File: config.mk
export PLATFORM = sky130hd
export DESIGN_NAME = trap_ctrl
export DESIGN_NICKNAME = d
export VERILOG_FILES = /design/src/rtl/trap_pkg.sv /design/src/rtl/trap_ctrl.sv
export SDC_FILE = /design/constraint.sdc
export NUM_CORES = 1
export LEC_CHECK = 0
export BUFFER_PORTS_ARGS = -buffer_cell sky130_fd_sc_hd__buf_2
export CAP_MARGIN = 20
export CORE_MARGIN = 5
export CORE_UTILIZATION = 25
export CTS_CLUSTER_SIZE = 10
export DETAILED_ROUTE_END_ITERATION = 10
export MAX_ROUTING_LAYER = met4
export SLEW_MARGIN = 20
export SYNTH_ARGS = -nofsm -noshare
export SYNTH_HDL_FRONTEND = slang
export SYNTH_SLANG_ARGS = --single-unit
File: constraint.sdc
create_clock -name clk -period 2.2 [get_ports clk]
set_clock_uncertainty 0.1 [all_clocks]
set_input_delay 0 -clock clk [delete_from_list [all_inputs] [get_ports clk]]
set_output_delay 0 -clock clk [all_outputs]
set_load 0.01 [all_outputs]
File: src/rtl/trap_pkg.sv
// rtl/trap_pkg.sv - trap controller CSR addresses, FSM states and cause codes
// R_MEPC only exists when TRAP_MRET_EN is defined.
package trap_pkg;

  localparam logic [11:0] CSR_MTVEC  = 12'h305;
  localparam logic [11:0] CSR_MEPC   = 12'h341;
  localparam logic [11:0] CSR_MCAUSE = 12'h342;
  localparam logic [11:0] CSR_MTVAL  = 12'h343;

  localparam logic [31:0] CAUSE_BREAKPOINT = 32'd1;
  localparam logic [31:0] CAUSE_DIV_ZERO   = 32'd2;
  localparam logic [31:0] CAUSE_MEM_ERR    = 32'd3;

  typedef enum logic [2:0] {
    IDLE,
    W_MEPC,
    W_MCAUSE,
    W_MTVAL,
    R_MTVEC,
`ifdef TRAP_MRET_EN
    R_MEPC,
`endif
    REDIRECT
  } trap_state_e;

  function automatic logic [31:0] csr_addr(input logic [11:0] a);
    return {20'd0, a};
  endfunction

endpackage

File: src/rtl/trap_ctrl.sv
// rtl/trap_ctrl.sv - trap entry/return sequencer driving mepc/mcause/mtval writes and PC redirect
// Optional mret return path enabled by defining TRAP_MRET_EN.
module trap_ctrl
  import trap_pkg::*;
#(
  parameter logic [31:0] FALLBACK_TVEC = 32'h0000_0000
) (
  input  logic        clk,
  input  logic        rstn,
  input  logic        exc_valid,
  output logic        exc_ready,
  input  logic [31:0] exc_pc,
  input  logic [31:0] exc_cause,
  input  logic [31:0] exc_tval,
  input  logic        mret_valid,
  output logic [31:0] csr_address,
  output logic [31:0] csr_din,
  output logic        csr_we,
  input  logic [31:0] csr_dout,
  output logic        busy,
  output logic        redir_valid,
  output logic [31:0] redir_target
);

  trap_state_e state;
  logic [31:0] pc_q;
  logic [31:0] cause_q;
  logic [31:0] tval_q;
  logic [31:0] mtvec_target;

  always_comb begin
    mtvec_target = (csr_dout == 32'd0) ? FALLBACK_TVEC : (csr_dout & 32'hFFFF_FFFC);
  end

`ifdef TRAP_MRET_EN
  logic mepc_wait;
`else
  logic unused_mret;
  assign unused_mret = mret_valid;
`endif

  // Outputs are registered alongside the state they belong to.
  always_ff @(posedge clk or negedge rstn) begin
    if (!rstn) begin
      state        <= IDLE;
      pc_q         <= '0;
      cause_q      <= '0;
      tval_q       <= '0;
      exc_ready    <= 1'b1;
      busy         <= 1'b0;
      redir_valid  <= 1'b0;
      redir_target <= '0;
      csr_we       <= 1'b0;
      csr_address  <= '0;
      csr_din      <= '0;
`ifdef TRAP_MRET_EN
      mepc_wait    <= 1'b0;
`endif
    end else begin
      csr_we       <= 1'b0;
      csr_address  <= '0;
      csr_din      <= '0;
      redir_valid  <= 1'b0;
      redir_target <= '0;
      exc_ready    <= 1'b0;
      busy         <= 1'b1;
      case (state)
        IDLE: begin
          if (exc_valid) begin
            pc_q        <= exc_pc;
            cause_q     <= exc_cause;
            tval_q      <= exc_tval;
            state       <= W_MEPC;
            csr_address <= csr_addr(CSR_MEPC);
            csr_din     <= exc_pc;
            csr_we      <= 1'b1;
`ifdef TRAP_MRET_EN
          end else if (mret_valid) begin
            state       <= R_MEPC;
            mepc_wait   <= 1'b1;
            csr_address <= csr_addr(CSR_MEPC);
`endif
          end else begin
            exc_ready <= 1'b1;
            busy      <= 1'b0;
          end
        end
        W_MEPC: begin
          state       <= W_MCAUSE;
          csr_address <= csr_addr(CSR_MCAUSE);
          csr_din     <= cause_q;
          csr_we      <= 1'b1;
        end
        W_MCAUSE: begin
          state       <= W_MTVAL;
          csr_address <= csr_addr(CSR_MTVAL);
          csr_din     <= tval_q;
          csr_we      <= 1'b1;
        end
        W_MTVAL: begin
          state       <= R_MTVEC;
          csr_address <= csr_addr(CSR_MTVEC);
        end
        R_MTVEC: begin
          state        <= REDIRECT;
          redir_valid  <= 1'b1;
          redir_target <= mtvec_target;
        end
`ifdef TRAP_MRET_EN
        // mepc is presented for two cycles so the return redirect lands two cycles after the pulse.
        R_MEPC: begin
          if (mepc_wait) begin
            mepc_wait   <= 1'b0;
            csr_address <= csr_addr(CSR_MEPC);
          end else begin
            state        <= REDIRECT;
            redir_valid  <= 1'b1;
            redir_target <= csr_dout & 32'hFFFF_FFFC;
          end
        end
`endif
        REDIRECT: begin
          state     <= IDLE;
          exc_ready <= 1'b1;
          busy      <= 1'b0;
        end
        default: begin
          state     <= IDLE;
          exc_ready <= 1'b1;
          busy      <= 1'b0;
        end
      endcase
    end
  end

endmodule

==> Flow_metrics.wiki <==
{| class="wikitable"
! Metric !! Value
|-
| Total count of hold-check failures in the final report || 0
|-
| Startpoint types || flip-flop
|-
| Setup repair after global routing missed its margin || false
|-
| Vias/cell || 4.19
|-
| Number of global-route vias before repair || 4631
|-
| Max_slew headroom || 66.2%
|-
| Die boundary height || 159 µm
|-
| Async set-or-reset flop fraction in the synthesized netlist || 100%
|-
| Most frequently used flop master after synthesis || dfrtp_1
|-
| Type of element capturing the critical path || flip-flop
|-
| Count of pins on the block boundary || 232
|-
| Final setup slack of the worst path || 0.415 ns
|-
| Total number of nets in the final design || 833
|-
| Summed negative setup slack over all endpoints || 0 ns
|-
| Global Route Usage Sum || 12.8%
|-
| TritonCTS clock tree || yes
|-
| Finished layout cell area || 8630 µm²
|-
| Reg area || 3460 µm²
|-
| Leakage power || 4.19 nW
|-
| Worst reg2reg path endpoint || csr_din[12]
|-
| Die area || 25300 µm²
|-
| Arrival time at the worst endpoint || 2.02 ns
|-
| Worst supply voltage drop on vdd || 0.000536 V
|-
| Per-instance average area after synthesis || 14.9 µm²
|-
| Antenna Cells || 0
|-
| Critical path required time || 2.44 ns
|-
| Number of storage elements in the synthesis netlist || 138
|-
| Number of optimization iterations in the first detailed-route pass || 4
|-
| Synth warn || 0
|-
| H-tree Lvls || 4
|-
| Count of final max-slew check failures || 0
|-
| Post-synthesis cell type count || 26
|-
| Share of cells above drive strength 1 || 44.1%
|-
| Total placed cells including tap cells || 834
|-
| Maximum number of buffers from clock root to sink || 2
|-
| Area of combinational cells with multiple inputs || 1800 µm²
|-
| Resized Gates After CTS || 0
|-
| Die Width || 159 µm
|-
| Worst hold slack across all endpoints || 0.0187 ns
|-
| Total number of vias || 4165
|-
| Startpoint of the most critical setup path || state[1]
|-
| Final period utilization || 81.1%
|-
| Post-DRT Antenna Nets || 0
|-
| Netlist Area Pre-Place || 5560 µm²
|-
| Actual slew at the worst max-slew pin || 0.508 ns
|-
| Max-capacitance violation count || 0
|-
| Synth-to-Final Area Change || 55.3%
|-
| Wire length of the first global-routing pass || 25.2 mm
|-
| GP Congestion || 0.728
|-
| Core box area || 21800 µm²
|-
| Avg WL per Cell || 15.7 µm
|-
| CTS Hold Bufs || 128
|-
| Count of buffers inserted at the top-level ports || 200
|-
| RR Startpoint || state[1]
|-
| Detailed Place HPWL || 9.73 mm
|-
| Initial Utilization || 25.5%
|-
| Worst-Skew Late Latency || 0.41 ns
|-
| PD cells || 1190 nW/µm²
|-
| Maximum number of pins on one net before global-route repair || 56
|-
| Run status || finished, final reports clean
|-
| Capture point of the critical path || csr_din[12]
|-
| DRC Markers || 0
|-
| Most frequent cells in the layout || 199 x buf_2, 135 x dfrtp_1, 128 x dlygate4sd3_1, 64 x mux2_2
|-
| Number of buffers inserted during clock tree synthesis || 17
|-
| Placed inst area || 6750 µm²
|-
| Crit path time final || 1.78 ns
|-
| Initial antenna violation count || 0
|-
| Cell Count, Final, Fillers Out || 994
|-
| Hold Crit Class || in2async
|-
| Total of endpoints with negative setup slack in the final report || 0
|-
| Remaining Overflow, GRT || 0
|-
| CTS root buf || clkbuf_16
|-
| Post-synth EDFFs || 0
|-
| Setup Buffers After CTS || 0
|-
| Layout fillers || 2054
|-
| Critical setup path kind || reg2reg
|-
| Drt total wl || 15.6 mm
|-
| End-of-flow core utilization || 39.5%
|-
| Number of design-rule violations left by the first detailed-router iteration || 167
|-
| Dpl ws || 0.415 ns
|-
| Clock transition at the registers of the reported paths || 0.06 ns
|-
| CTS sink cnt || 138
|-
| Upper clock frequency limit || 0.560 GHz
|-
| Total power || 10.3 mW
|-
| Slack of the worst reg-to-reg path || 0.42 ns
|-
| Fraction of the yosys area taken by sequential cells || 62.2%
|-
| Core Rows || 54
|-
| Commonest non-fill, non-tap cell in the layout || buf_2
|-
| Cells on worst reg2reg path || 4
|-
| Post-synthesis instance total || 374
|-
| Crit path max fanout || 40
|}
==> report_power, final <==
group / internal (mW) / switching (mW)
clock: 1.79 / 1.11
sequential: 3.55 / 0.387
combinational: 1.84 / 1.58
total: 7.18 / 3.08
==> kinds of logic after synthesis <==
kind of cell | synth area share (%)
AOI/OAI and AO/OA | 6.67
xor gates and xnor gates | 0.158
buffers and inverters | 7.57
DFF | 62.2
muxes | 13.0
other | 0.0675
and+or+nand+nor | 10.4
==> registers in the layout, summed over array words and instances, names as in the netlist <==
name,count
csr_address,5
redir_valid,1
exc_ready,1
tval_q,32
csr_din,32
busy,1
csr_we,1
cause_q,32
state,3
redir_target,30
==> worst max-delay path, stage by stage, from the launching register on <==
cell	delay (ns)
dfrtp_2	0.38
buf_4	0.44
nor3b_4	0.28
buf_4	0.29
a221o_1	0.20
==> how the worst min path moves through the flow <==
stage	startpoint	to	slack, ns	cells past startpoint
2_1_floorplan	rstn	busy	-0.40	0
3_3_place_gp	rstn	tval_q[2]	-0.12	1
3_5_place_dp	rstn	tval_q[2]	-0.12	1
4_1_cts	rstn	csr_din[2]	0.005	2
5_1_grt	rstn	csr_din[2]	0.05	2
6_report	rstn	csr_din[23]	0.02	2
==> routing by layer <==
metal | vias to the layer above | global-route usage (%) | routed length (µm)
met2 | 137 | 21.1 | 7810
met3 | 16 | 4.69 | 947
met1 | 2062 | 14.8 | 6570
li1 | 1950 | - | -
met4 | 0 | 3.53 | 242
met5 | - | - | 0
==> final cells by class <==
cell class / instances / share of cell area (%)
inverter: 1 / 0.0435
clock buffer: 22 / 5.61
clock inverter: 10 / 1.35
tap: 280 / 4.06
multi-input combinational: 203 / 20.9
timing repair buffer: 340 / 28.0
sequential: 138 / 40.1
==> cells in the mapped netlist (2+ instances only) <==
cell type	n	area share [%]
mux2_2	64	13
nor2_1	2	0.14
clkbuf_1	11	0.74
a21o_1	2	0.27
nor4bb_1	32	5.8
buf_2	8	0.72
or2_2	2	0.23
dfrtp_1	137	62
buf_6	10	2.0
a221o_1	32	5.8
buf_4	29	3.9
and2_1	30	3.4
o21bai_1	2	0.27
(Power assumes the default switching activity.)
